--- src/rtl/m31_pkg.sv ---
// m31_pkg: shared M31 field types, default Poseidon2 geometry and round constants.
// Latency: n/a (types and constants only).
// Backpressure: n/a.
// Contents: m31_t, P_M31, M31_WIDTH/M31_RF/M31_RP, ark_state_e, RC_EXT[RF][WIDTH], RC_INT[RP].
package m31_pkg;

  typedef logic [30:0] m31_t;

  localparam m31_t P_M31 = 31'h7FFFFFFF;

  localparam int M31_WIDTH = 16;
  localparam int M31_RF    = 8;
  localparam int M31_RP    = 14;

  typedef enum logic {
    ST_IDLE = 1'b0,
    ST_RUN  = 1'b1
  } ark_state_e;

  // External-round constants: rows 0..RF/2-1 feed the first full half,
  // rows RF/2..RF-1 feed the second full half.
  localparam m31_t RC_EXT [M31_RF][M31_WIDTH] = '{
    '{31'h2C1E6B0D, 31'h0F3A9E27, 31'h5D841C63, 31'h1B7F02A9,
      31'h6E25D4F1, 31'h3A907C1E, 31'h47D38B52, 31'h0886E3C4,
      31'h71235A9F, 31'h24F8C017, 31'h5B6E93D8, 31'h1D074F2A,
      31'h6C49B185, 31'h3F126ED0, 31'h0A5D2897, 31'h58B4F30C},
    '{31'h139A7E52, 31'h66C0D1B8, 31'h2F5B0A43, 31'h4A81E97D,
      31'h05D3C62E, 31'h7B2F1490, 31'h38E6A5D1, 31'h1C04B73F,
      31'h62A9F085, 31'h0B7D3C16, 31'h49F2E8A3, 31'h2651047B,
      31'h73C8B9E0, 31'h158E6D24, 31'h5A3710CF, 31'h3E94A256},
    '{31'h4D0B8F31, 31'h1287C5EA, 31'h6F53A07C, 31'h0964D2B8,
      31'h35BE1F47, 31'h57A0C39D, 31'h21F6840E, 31'h7C3D5B92,
      31'h0E8A27F5, 31'h44C19B6A, 31'h6A0F7D13, 31'h1F52E8C9,
      31'h3B7904A6, 31'h50D6B21F, 31'h07A3E9C4, 31'h692C5F38},
    '{31'h187E43B9, 31'h5C21F06D, 31'h03B9A8E2, 31'h71D46C57,
      31'h2A6F1D80, 31'h4E8B35F4, 31'h16C2D0A9, 31'h6B5709E3,
      31'h3390BC6F, 31'h0D47E815, 31'h7516A2CB, 31'h28DF6470,
      31'h4C02B9D6, 31'h1A7D3E28, 31'h60E9F51B, 31'h3785A0C4},
    '{31'h5E31C7A2, 31'h0BF4902D, 31'h46A81E7B, 31'h2D05F3C6,
      31'h709B6418, 31'h19E2D7A5, 31'h63574B0E, 31'h04C8A293,
      31'h3AF610D8, 31'h552B8C41, 31'h0F9E37B6, 31'h6840D52C,
      31'h2273E9F0, 31'h4BA65C17, 31'h11D80A7E, 31'h7E0B4392},
    '{31'h09C4D86B, 31'h6D3A215E, 31'h31F79CB0, 31'h578E0A43,
      31'h1E25B7D9, 31'h74D0638C, 31'h2B69F115, 31'h4097C4AE,
      31'h66E21B57, 31'h138A5FC3, 31'h5F4DA820, 31'h0A317E69,
      31'h39C6D0F4, 31'h725B8A1D, 31'h25E04369, 31'h4F13B7C2},
    '{31'h6A87F21C, 31'h170DC5A3, 31'h4C6B0E98, 31'h03F29D47,
      31'h58A4361E, 31'h2E71C8B5, 31'h7B0945DA, 31'h1436E27F,
      31'h41D8AB03, 31'h6F25704C, 31'h08BC19E6, 31'h32E6D5A1,
      31'h5D71F83B, 31'h1C9E4270, 31'h67435BC8, 31'h2A08E615},
    '{31'h35D2A947, 31'h7E46118B, 31'h0CA5F3D2, 31'h5198E06A,
      31'h26FB4C15, 31'h6A3207E9, 31'h1F8DB54C, 31'h43601A97,
      31'h0751E8F3, 31'h5C8A2B60, 31'h38F7D41E, 31'h6E13A5C9,
      31'h14B67F02, 31'h497C0D83, 31'h7229B6E4, 31'h0B5E4C3A}
  };

  // Internal-round constants, lane 0 only.
  localparam m31_t RC_INT [M31_RP] = '{
    31'h1A5C93E7, 31'h6D2B04F8, 31'h30E7A516, 31'h58F1C23B,
    31'h07B46D9A, 31'h4C9A18F0, 31'h7215E3C4, 31'h2387B05D,
    31'h5E60F927, 31'h11DA4C8E, 31'h69435B12, 31'h3CB8E07A,
    31'h45176DA3, 31'h0E2FC951
  };

endpackage

--- src/rtl/m31_add.sv ---
// m31_add: combinational canonical adder modulo p = 2^31-1.
// Latency: 0 cycles (pure combinational).
// Backpressure: none.
// Ports: i_a, i_b addends (0x7FFFFFFF accepted as 0); o_sum canonical result (< p).
module m31_add
  import m31_pkg::*;
(
  input  logic [30:0] i_a,
  input  logic [30:0] i_b,
  output logic [30:0] o_sum
);

  logic [31:0] w_s;
  logic [30:0] w_t;

  // 2^31 == 1 mod p, so the carry out of bit 30 folds back in as +1.
  // The fold cannot overflow: max sum 2^32-2 folds to exactly p.
  assign w_s   = {1'b0, i_a} + {1'b0, i_b};
  assign w_t   = w_s[30:0] + {30'd0, w_s[31]};
  assign o_sum = (w_t == P_M31) ? 31'd0 : w_t;

endmodule

--- src/rtl/m31_ark.sv ---
// m31_ark: Poseidon2 M31 add-round-constant stage with round tracking and round-type sideband.
// Latency: 1 cycle; 2 cycles when M31_ARK_PIPE2_EN is defined (err_o stays 1 cycle).
// Backpressure: none, valid-only stream; every accepted beat emerges after the fixed latency.
// Ports: clk/rst (sync, active-high); valid_i/start_i/state_i beat in;
//        valid_o/state_o/round_o/partial_o/last_o beat out; err_o sticky protocol error.
// The constant tables in m31_pkg fix the geometry, so WIDTH/RF/RP must keep their defaults.
module m31_ark
  import m31_pkg::*;
#(
  parameter int WIDTH = M31_WIDTH,
  parameter int RF    = M31_RF,
  parameter int RP    = M31_RP
) (
  input  logic                   clk,
  input  logic                   rst,
  input  logic                   valid_i,
  input  logic                   start_i,
  input  logic [WIDTH-1:0][30:0] state_i,
  output logic                   valid_o,
  output logic [WIDTH-1:0][30:0] state_o,
  output logic [4:0]             round_o,
  output logic                   partial_o,
  output logic                   last_o,
  output logic                   err_o
);

  localparam logic [4:0] R_HALF = 5'(RF / 2);
  localparam logic [4:0] R_PEND = 5'(RF / 2 + RP);
  localparam logic [4:0] R_LAST = 5'(RF + RP - 1);
  localparam logic [4:0] R_RP   = 5'(RP);
  localparam int         EXT_W  = $clog2(RF);
  localparam int         INT_W  = $clog2(RP);

  ark_state_e             r_state;
  ark_state_e             w_state_nxt;
  logic [4:0]             r_rc;
  logic [4:0]             w_rc_nxt;
  logic                   w_accept;
  logic                   w_drop;
  logic [4:0]             w_round;
  logic                   w_partial;
  logic                   w_last;
  logic [EXT_W-1:0]       w_ext_idx;
  logic [INT_W-1:0]       w_int_idx;
  logic [WIDTH-1:0][30:0] w_const;
  logic [WIDTH-1:0][30:0] w_sum;

  logic                   r1_vld;
  logic [WIDTH-1:0][30:0] r1_state;
  logic [4:0]             r1_round;
  logic                   r1_partial;
  logic                   r1_last;
  logic                   r_err;

  // ---------------------------------------------------------------- FSM
  always_ff @(posedge clk) begin
    if (rst) begin
      r_state <= ST_IDLE;
      r_rc    <= 5'd0;
    end else begin
      r_state <= w_state_nxt;
      r_rc    <= w_rc_nxt;
    end
  end

  // A start beat always restarts at round 0, even on the final round of
  // a running permutation; the next beat is then round 1.
  always_comb begin
    w_state_nxt = r_state;
    w_rc_nxt    = r_rc;
    if (valid_i && start_i) begin
      w_state_nxt = ST_RUN;
      w_rc_nxt    = 5'd1;
    end else if (valid_i && (r_state == ST_RUN)) begin
      if (r_rc == R_LAST) begin
        w_state_nxt = ST_IDLE;
        w_rc_nxt    = 5'd0;
      end else begin
        w_rc_nxt    = r_rc + 5'd1;
      end
    end
  end

  always_comb begin
    w_accept = valid_i && (start_i || (r_state == ST_RUN));
    w_drop   = valid_i && !start_i && (r_state == ST_IDLE);
    w_round  = start_i ? 5'd0 : r_rc;
  end

  // ---------------------------------------------------------------- constants
  assign w_partial = (w_round >= R_HALF) && (w_round < R_PEND);
  assign w_last    = (w_round == R_LAST);
  // Second-half full rounds reuse RC_EXT rows RF/2.. by skipping the RP partial rounds.
  // Both indices are computed every cycle; only the one matching w_partial is used.
  assign w_ext_idx = EXT_W'((w_round < R_HALF) ? w_round : (w_round - R_RP));
  assign w_int_idx = INT_W'(w_round - R_HALF);

  for (genvar i = 0; i < WIDTH; i++) begin : g_lane
    if (i == 0) begin : g_lane0
      assign w_const[i] = w_partial ? RC_INT[w_int_idx] : RC_EXT[w_ext_idx][i];
    end else begin : g_laneN
      assign w_const[i] = w_partial ? 31'd0 : RC_EXT[w_ext_idx][i];
    end

    m31_add u_add (
      .i_a   (state_i[i]),
      .i_b   (w_const[i]),
      .o_sum (w_sum[i])
    );
  end

  // ---------------------------------------------------------------- stage 1
  // Payload registers only load on accepted beats and otherwise hold.
  always_ff @(posedge clk) begin
    if (rst) begin
      r1_vld     <= 1'b0;
      r1_state   <= '0;
      r1_round   <= 5'd0;
      r1_partial <= 1'b0;
      r1_last    <= 1'b0;
      r_err      <= 1'b0;
    end else begin
      r1_vld <= w_accept;
      if (w_accept) begin
        r1_state   <= w_sum;
        r1_round   <= w_round;
        r1_partial <= w_partial;
        r1_last    <= w_last;
      end
      r_err <= r_err | w_drop;
    end
  end

  assign err_o = r_err;

`ifdef M31_ARK_PIPE2_EN
  // ---------------------------------------------------------------- stage 2
  logic                   r2_vld;
  logic [WIDTH-1:0][30:0] r2_state;
  logic [4:0]             r2_round;
  logic                   r2_partial;
  logic                   r2_last;

  always_ff @(posedge clk) begin
    if (rst) begin
      r2_vld     <= 1'b0;
      r2_state   <= '0;
      r2_round   <= 5'd0;
      r2_partial <= 1'b0;
      r2_last    <= 1'b0;
    end else begin
      r2_vld <= r1_vld;
      if (r1_vld) begin
        r2_state   <= r1_state;
        r2_round   <= r1_round;
        r2_partial <= r1_partial;
        r2_last    <= r1_last;
      end
    end
  end

  assign valid_o   = r2_vld;
  assign state_o   = r2_state;
  assign round_o   = r2_round;
  assign partial_o = r2_partial;
  assign last_o    = r2_last;
`else
  assign valid_o   = r1_vld;
  assign state_o   = r1_state;
  assign round_o   = r1_round;
  assign partial_o = r1_partial;
  assign last_o    = r1_last;
`endif

endmodule

--- config.mk ---
export PLATFORM = sky130hd
export DESIGN_NAME = m31_ark
export DESIGN_NICKNAME = d
export VERILOG_FILES = /design/src/rtl/m31_pkg.sv /design/src/rtl/m31_add.sv /design/src/rtl/m31_ark.sv
export SDC_FILE = /design/constraint.sdc
export NUM_CORES = 2
export LEC_CHECK = 0
export CORE_MARGIN = 8
export CORE_UTILIZATION = 46
export DETAILED_ROUTE_END_ITERATION = 16
export PLACE_DENSITY = 0.77
export SLEW_MARGIN = 20
export SYNTH_ARGS = -nofsm -noshare
export SYNTH_HDL_FRONTEND = slang
export SYNTH_HIERARCHICAL = 1
export SYNTH_SLANG_ARGS = --single-unit
export TNS_END_PERCENT = 5
--- constraint.sdc ---
create_clock -name clk -period 9.8 [get_ports clk]
set_input_delay 0.98 -clock clk [delete_from_list [all_inputs] [get_ports clk]]
set_output_delay 0.98 -clock clk [all_outputs]
set_load 0.1 [all_outputs]
==> qor.yml <==
run_status:
  status: "finished clean"
synth:
  synth_seq_cells: 511
  netlist_area_sq_um: 74540
  yosys-top-cells-area: "dfxtp_1 14%, ha_1 9.5%, nand2_1 8.6%"
  synth_edf_count: 0
  syn_inst: 10450
  syn_area_per_cell_sq_um: 7.136
  yosysTopAreaCell: "dfxtp_1"
  synth_nets: 11530
  synth_warnings: 6
  yosysTopAreaCellShare_pct: 13.72
  ys.flop_type: "dfxtp_1"
  seq_area_frac_synth_pct: 13.72
  async_flop_share_pct: 0
  ys_types: 132
power:
  ir_drop_mv: 0.1654
  swShare_pct: 49.76
  clock_power_share_pct: 21.8
  power_frac_seq_pct: 20.2
  combPwrFrac_pct: 58.0
  p_leak_nw: 33.75
  switchingPower_w: 0.005872
  p_per_area_nw_per_um2: 130.4
  internal-power_w: 0.005928
cts:
  root_buffer: "clkbuf_16"
  clkLatencyLatePin_ns: 0.73
  clockBufferDepth: 3
  hold_buffers: 0
  clk_pin_slew_worst_paths_ns: 0.06
  cts_made_buffers: 66
  ctsResizeCount: 0
  cts_num_sinks: 511
  cts_setup_buffers: 0
  tritoncts: "yes"
  htree_levels: 3
global_routing:
  grt_max_degree: 182
  grt_pass1_vias: 80310
  grt_first_pass_wirelength_mm: 532.7
  antenna_found_initial: 103
  grt.total_usage_pct: 39.71
  grt.overflow.total: 0
final_layout:
  area_delta_synth_final_pct: 21.44
  nets: 12460
  drive_gt1_share_pct: 12.36
  fin_area_sq_um: 90520
  seq_area_sq_um: 10230
  multiInputGateArea_sq_um: 60600
  fill_cells: 15480
worst_setup_path:
  reg2reg_depth: 33
  cp_slowest_cell: "a21oi_1"
  required_ns: 10.44
  worstSetupPathType: "input pin to flop"
  arrival_ns: 10.13
  critPathMaxFanout: 15
  r2r_slack_ns: 0.57
  slowest_delay_ns: 0.95
  critPathCaptureType: "flop"
  r2r-end: "state_o[331]"
  r2r_start: "r_rc[4]"
  cp-start-kind: "input pin"
place:
  port_buffers: 1004
  dp_hpwl_mm: 312.7
  place.gp.congestion: 1.094
  dpl_cell_area_sq_um: 88060
worst_hold_path:
  hold_depth: 2
  hold_path.class: "flop to flop"
  hp-start: "state_o[472]"
  hold-path-endpoint: "state_o[472]"
detailed_routing:
  routed_via_density: 6.430
  firstDrtPassIters: 8
  drt_iter0_drc: 9527
  wl_per_cell_um: 27.38
  wl_mm: 374.3
  vias: 87900
  drc: 0
  drtAntennaViolNets: 0
sta:
  slew_headroom_pct: 9.178
  fin_crit_sh_pct: 96.80
  slew_viol_final: 0
  fin_crit_ns: 9.486
  fmax_mhz: 105.4
  worstMarginPinSlew_ns: 1.357
  finalSetupViolations: 0
  finalHoldViolCount: 0
  finalSetupTns_ns: 0
  skew_ns: 0.01910
  worst_hold_slack_ns: 0.4526
  rsz0062_at_grt: "false"
run:
  max_cap_violations: 0
floorplan:
  die-area_sq_um: 175200
  die_w_um: 418.5
  die-height_um: 418.5
  num_io_pins: 1005
  start_util_pct: 46.37
  num_rows: 147
  core-area_sq_um: 160800
-- logic make-up after synthesis --
family	share of synthesized area, %
xor+xnor	8.673
simple gates	30.95
mux	0.7604
flops	13.72
buf+inv	5.382
fa+ha+maj	9.880
compound gates	30.63
-- power by group through the flow --
stage | Sequential (W) | Clock [W] | Combinational, W
global placement | 0.00241 | 0 | 0.00664
detailed placement | 0.00242 | 0 | 0.00668
CTS | 0.00238 | 0.00261 | 0.00671
floorplan | 0.00363 | 0 | 0.00351
finish | 0.00238 | 0.00258 | 0.00684
global route | 0.00239 | 0.00269 | 0.00721
-- cell usage after synthesis (all sizes together) (75+ instances only) --
| cell | number |
|---|---|
| nand2 | 1710 |
| a21oi | 1462 |
| nor2 | 738 |
| ha | 563 |
| dfxtp | 511 |
| xnor2 | 505 |
| o21ai | 431 |
| buf | 310 |
| nand3 | 291 |
| nor3 | 290 |
| clkbuf | 273 |
| xor2 | 228 |
| inv | 210 |
| nand4 | 200 |
| and3 | 167 |
| nor4 | 162 |
| a21o | 155 |
| or3 | 150 |
| nand2b | 133 |
| o211ai | 132 |
| or2 | 122 |
| a211oi | 105 |
| and2 | 99 |
| a31oi | 93 |
| a21boi | 86 |
| o2111ai | 81 |
| o21a | 75 |
| or4 | 75 |
-- critical path, delay by kind of cell --
family / cells / cell delay (ns)
AOI/OAI and AO/OA: 15 / 4.07
and+or+nand+nor: 12 / 2.50
buffers and inverters: 6 / 1.47
adders and majority gates: 3 / 1.06
-- cells in the final DEF, fill, tap and decap left out, types with 54 or more instances in the layout --
cell type / count
o31ai_1: 72
or2_2: 79
nand2_1: 1710
nand3_1: 277
a21o_1: 143
and2_1: 87
clkbuf_16: 68
and4_1: 70
o2111ai_1: 81
dfxtp_1: 511
o21ai_1: 62
and3_1: 119
o211ai_1: 117
nor4_1: 115
nand4_1: 197
inv_1: 207
nand2b_1: 133
diode_2: 80
o21a_1: 75
a21oi_1: 1142
o21ai_0: 351
nor2_1: 724
xor2_1: 224
nand3b_1: 54
xnor2_1: 503
ha_1: 563
or3_1: 114
a31oi_1: 93
clkdlybuf4s50_1: 996
a211oi_1: 72
a21oi_2: 317
buf_4: 421
nor3_1: 273
-- metal layers --
metal	track usage, %	vias to the layer above	part of all wire (%)
li1	-	40600	-
met1	47.19	41980	39
met2	62.18	4255	44
met3	8.823	1037	8.5
met4	30.44	28	8.9
met5	0	-	0.053
-- through the flow --
step / utilization (%) / total power (W) / setup slack (ns) / instances
after floorplan: - / 0.007134 / 1.038 / 10450
after global placement: 54.78 / 0.009050 / -0.01239 / 13470
after detailed placement: 54.78 / 0.009092 / -0.1382 / 13470
after CTS: 56.17 / 0.01170 / 0.6000 / 13590
after global routing: 56.26 / 0.01229 / 0.04637 / 13640
final: 56.31 / 0.01180 / 0.3140 / 13670
-- state kept, by name, summed over array words and instances, names as in the netlist --
register / count
state_o: 496
partial_o: 1
valid_o: 1
err_o: 1
last_o: 1
round_o: 5
r_rc: 5
r_state: 1
-- worst max path at each step --
stage                 start            to  slack, ns  depth (start not counted)
finish              start_i  state_o[446]       0.31                         36
global route        start_i  state_o[446]       0.05                         35
floorplan           start_i   state_o[10]       1.04                         38
CTS                 start_i  state_o[155]       0.60                         35
global placement    start_i   state_o[39]      -0.01                         33
detailed placement  start_i  state_o[155]      -0.14                         35
-- final cells by class --
class	instances	share of cell area, %
flip-flops and latches	511	11.30
diodes	80	0.2212
well taps	2160	2.986
inverters	211	0.8750
repair buffers	1449	15.21
clock buffers	89	2.066
clock inverters	29	0.3953
multi-input cells	9141	66.95
Note: power is estimated with default switching activity, not from simulation.
